===== src/rtl/if_stage.sv =====
// if_stage: two-substage instruction fetch with delayed-branch capture, flush redirect and one-outstanding SRAM handshake
module if_stage #(
  parameter logic [31:0] RESET_PC = 32'hBFC00000
) (
  input  logic        clk,
  input  logic        reset,
  input  logic        flush,
  input  logic [31:0] flush_pc,
  input  logic        ds_allowin,
  input  logic [33:0] br_bus,
  output logic        fs_to_ds_valid,
  output logic [63:0] fs_to_ds_bus,
  output logic        inst_sram_req,
  output logic        inst_sram_wr,
  output logic [1:0]  inst_sram_size,
  output logic [31:0] inst_sram_addr,
  output logic [3:0]  inst_sram_wstrb,
  output logic [31:0] inst_sram_wdata,
  input  logic        inst_sram_addr_ok,
  input  logic        inst_sram_data_ok,
  input  logic [31:0] inst_sram_rdata
);
  logic        br_stall, br_taken;
  logic [31:0] br_target;
  logic        fs_valid, pend, buf_valid, bt_valid, bt_due;
  logic [1:0]  discard;
  logic [31:0] fs_pc, inst_buf, bt_reg, nextpc;
  logic        dok, live, fs_leave, capture, use_bt, hs;
  assign {br_stall, br_taken, br_target} = br_bus;
  assign dok            = inst_sram_data_ok & pend;
  assign live           = dok & (discard == 2'd0);
  assign fs_to_ds_valid = !reset & !flush & fs_valid & (discard == 2'd0) & (live | buf_valid);
  assign fs_leave       = fs_to_ds_valid & ds_allowin;
  assign fs_to_ds_bus   = {buf_valid ? inst_buf : inst_sram_rdata, fs_pc};
  assign capture        = br_taken & !br_stall & !bt_valid & !flush;
  assign use_bt         = bt_valid ? bt_due : capture & fs_valid;
  assign nextpc         = flush ? flush_pc : use_bt ? (bt_valid ? bt_reg : br_target) : fs_pc + 32'd4;
  assign inst_sram_req  = !reset & (!pend | dok) & (flush | (!(br_stall & !bt_valid) & (!fs_valid | fs_leave)));
  assign hs             = inst_sram_req & inst_sram_addr_ok;
  assign inst_sram_addr  = nextpc;
  assign inst_sram_wr    = 1'b0;
  assign inst_sram_size  = 2'd2;
  assign inst_sram_wstrb = 4'd0;
  assign inst_sram_wdata = 32'd0;
  always_ff @(posedge clk) begin
    if (reset) begin
      fs_valid  <= 1'b0;
      pend      <= 1'b0;
      buf_valid <= 1'b0;
      bt_valid  <= 1'b0;
      bt_due    <= 1'b0;
      discard   <= 2'd0;
      fs_pc     <= RESET_PC - 32'd4;
    end else begin
      pend      <= hs | (pend & !dok);
      discard   <= discard - {1'b0, dok & (discard != 2'd0)} + {1'b0, flush & pend & !dok & (discard == 2'd0)};
      fs_valid  <= hs | (fs_valid & !fs_leave & !flush);
      fs_pc     <= hs ? nextpc : flush ? flush_pc - 32'd4 : fs_pc;
      buf_valid <= !flush & !fs_leave & (buf_valid | (live & fs_valid));
      bt_valid  <= !flush & (capture | bt_valid) & !(hs & use_bt);
      bt_due    <= capture ? (fs_valid | hs) : (bt_due | hs);
      if (live & !buf_valid) inst_buf <= inst_sram_rdata;
      if (capture) bt_reg <= br_target;
    end
  end
endmodule


===== config.mk =====
export PLATFORM = sky130hd
export DESIGN_NAME = if_stage
export DESIGN_NICKNAME = d
export VERILOG_FILES = /design/src/rtl/if_stage.sv
export SDC_FILE = /design/constraint.sdc
export NUM_CORES = 1
export LEC_CHECK = 0
export BUFFER_PORTS_ARGS = -buffer_cell sky130_fd_sc_hd__buf_4
export CORE_MARGIN = 2
export CORE_UTILIZATION = 54
export CTS_CLUSTER_DIAMETER = 80
export DETAILED_ROUTE_END_ITERATION = 8
export PLACE_DENSITY = 0.88
export SLEW_MARGIN = 5
export SYNTH_ARGS = -nofsm -noshare
export SYNTH_HDL_FRONTEND = slang
export SYNTH_SLANG_ARGS = --single-unit

===== constraint.sdc =====
create_clock -name clk -period 11.8 [get_ports clk]
set_input_delay 2.36 -clock clk [delete_from_list [all_inputs] [get_ports clk]]
set_output_delay 2.36 -clock clk [all_outputs]
set_load 0.1 [all_outputs]

==> metrics.md <==
| Metric | Value |
|---|---|
| Tightest Hold Check Type | `flop to flop` |
| Fill cells | `874` |
| Core Rows | `39` |
| Grt total ovfl | `0` |
| CP Class | `primary input to output port` |
| Drt total wl | `approximately 19000 um` |
| Clock Skew | `between 0.01 and 0.015 ns` |
| Aggregate negative setup slack | `0 ns` |
| Max Cap Viol | `0` |
| Overall global routing resource usage | `29.1%` |
| Post-DR wirelength/cell | `a little under 20 um` |
| Post-Syn Area | `6470 sq um` |
| Share of layout cells above drive strength 1 | `between 30% and 40%` |
| RePlAce Congestion | `a little over 0.9` |
| R2R setup slack | `between 8 and 9 ns` |
| Max_slew headroom | `28.8%` |
| Vias in the first global route | `just under 6000` |
| Pwr/cell area | `roughly 150 nW/um^2` |
| Initial Utilization | `between 50% and 60%` |
| Area growth, synth to finish | `26.8%` |
| Crit path DAT | `around 5 ns` |
| Crit path to | `inst_sram_addr[13]` |
| Worst VDD drop | `0.112 mV` |
| Clk slew on worst S/H paths | `roughly 0.080 ns` |
| DRT antenna net count | `0` |
| Util after Layout | `70.9%` |
| Prevailing post-synth register cell | `edfxtp_1` |
| P_leak | `between 3 and 4 nW` |
| Root Driver | `clkbuf_16` |
| Post-CTS setup buffer count | `0` |
| Post-CTS Resized | `0` |
| Setup Viol. Count Final | `0` |
| Unique masters post-synth | `roughly 70` |
| Post-CTS Hold Fix Bufs | `0` |
| Slew @ Worst Pin | `1.07 ns` |
| Final hold vios | `0` |
| Worst r2r src | `bt_valid$_SDFF_PP0_` |
| Number of buffers inserted by port buffering | `201` |
| Antenna violations before repair | `0` |
| Total CTS buffers | `9` |
| DRC Markers | `0` |
| N_diodes | `0` |
| Design Power | `about 0.0012 W` |
| Sequential-to-total area share from yosys stat | `about two fifths` |
| Largest net degree at the start of global routing | `94` |
| Yosys top cell by area | `edfxtp_1` |
| Ranking of synthesized cells by area | `edfxtp_1 30%, dfxtp_1 12%, mux2_2 8.4%` |
| Via/cell ratio | `between 6 and 7` |
| CTS tree | `built` |
| Synth top area share | `slightly below 30%` |
| Startpoint Class | `primary input` |
| Slew Viols, Final | `0` |
| Ys async rst share | `0%` |
| Crit-path max FO | `93` |
| Reg2reg end | `fs_pc[17]$_SDFFE_PP1P_` |
| First-pass GRT wire length | `between 20000 and 30000 um` |
| Clock buffer depth | `2` |
| Worst path required time | `between 9 and 10 ns` |
| CORE AREA | `roughly 12000 sq um` |
| F_max | `roughly 140 MHz` |
| Crit. Startpoint | `flush` |
| Clock latency on the worst-skew pair | `0.36 ns` |
| Number of enable flip-flop cells after synthesis | `64` |
| I/O pin total | `241` |
| Total number of yosys warnings | `0` |
| Flops & latches, synth | `between 100 and 150` |
| Total number of vias | `6014` |
| Outcome | `complete, no violations` |
| Die Span Y | `113 um` |
| Most frequent cells in the layout | `205 x buf_4, 64 x edfxtp_1, 59 x nand2_1, 51 x nor2_1, 48 x mux2_2` |
| Clock sink count | `roughly 100` |
| R2R cell count | `7` |
| Most common cell after layout, fill and taps aside | `buf_4` |
| Setup repair after global routing missed its margin | `false` |
| Die W | `113 um` |
| Final nets | `~950` |
| Tmin final | `between 7 and 8 ns` |
| CP endpoint kind | `output port` |
| 1st-iter DRT viols | `~560` |
| Drt first pass iters | `6` |
| Post-Syn Area per Cell | `between 9 and 10 sq um` |
| Post-Syn Instances | `670` |
| HPWL Detailed | `13700 um` |
| Final period util | `62.6%` |
| Die ar. | `12900 sq um` |
| CTS H-tree depth | `3` |
[per-layer routing]
metal  global-route usage [%]  share of wire (%)  wire length [um]
met4                     12.3                3.6               682
met5                        0                  0                 0
met2                     48.6                 48              9180
met3                     7.81                9.7              1850
met1                     35.6                 39              7380
[cells by family after synthesis]
logic type / Yosys count / synth area share (%)
XOR/XNOR: 45 / 6.09
AO/OA/AOI/OAI: 139 / 14.1
AND/OR/NAND/NOR: 225 / 18.6
other: 2 / 0.116
multiplexers: 67 / 11.3
adder cells (fa/ha/maj): 3 / 0.580
buffers and inverters: 86 / 7.39
flip-flops: 103 / 41.8
[worst min-delay path by stage]
stage,startpoint,end,cells past startpoint
after floorplan,bt_due$_SDFF_PP0_,bt_due$_SDFF_PP0_,2
after global placement,bt_due$_SDFF_PP0_,bt_due$_SDFF_PP0_,2
after detailed placement,bt_due$_SDFF_PP0_,bt_due$_SDFF_PP0_,2
after CTS,bt_due$_SDFF_PP0_,bt_due$_SDFF_PP0_,2
after global routing,bt_due$_SDFF_PP0_,bt_due$_SDFF_PP0_,2
final,bt_due$_SDFF_PP0_,bt_due$_SDFF_PP0_,2
[per-stage QoR]
| stage | area (sq um) | hold WS, ns | setup WS (ns) | cells |
|---|---|---|---|---|
| after floorplan | 6610 | 0.471 | 3.54 | 707 |
| after global placement | 7900 | 0.495 | 3.96 | 977 |
| after detailed placement | 7900 | 0.504 | 4.46 | 977 |
| after CTS | 8200 | 0.514 | 4.45 | 993 |
| after global routing | 8200 | 0.547 | 4.24 | 993 |
| final | 8200 | 0.511 | 4.42 | 993 |
[area by class of cell]
type | instances | area, sq um | share of cell area, %
repair buffers | 205 | 1540 | 18.8
well taps | 143 | 179 | 2.18
clock buffers | 10 | 229 | 2.79
multi-input cells | 518 | 3450 | 42.1
clock inverters | 6 | 70.1 | 0.854
flip-flops and latches | 103 | 2700 | 33.0
inverters | 8 | 30.0 | 0.366
[power breakdown]
part	total [W]	leakage (nW)	internal [W]	switching, W
clock	0.000310	0.143	0.000166	0.000144
sequential	0.000416	0.903	0.000396	0.0000197
combinational	0.000467	2.19	0.000107	0.000360
total	0.00119	3.23	0.000669	0.000524
[cell usage after synthesis, drive strengths merged (15+ instances only)]
master,count
a211o,16
a211oi,15
a21oi,34
buf,50
clkbuf,28
dfxtp,39
edfxtp,64
mux2,48
mux2i,19
nand2,59
nand3,20
nor2,52
nor3,19
o21ai,33
xnor2,20
xor2,25
[worst max-delay path, stage by stage]
cell	delay, ns
buf_4	0.36
or4b_1	0.67
o21ai_2	0.75
o21ai_0	0.31
o21ai_0	0.23
buf_4	0.32
No activity file was read; power rests on OpenSTA's default activity.
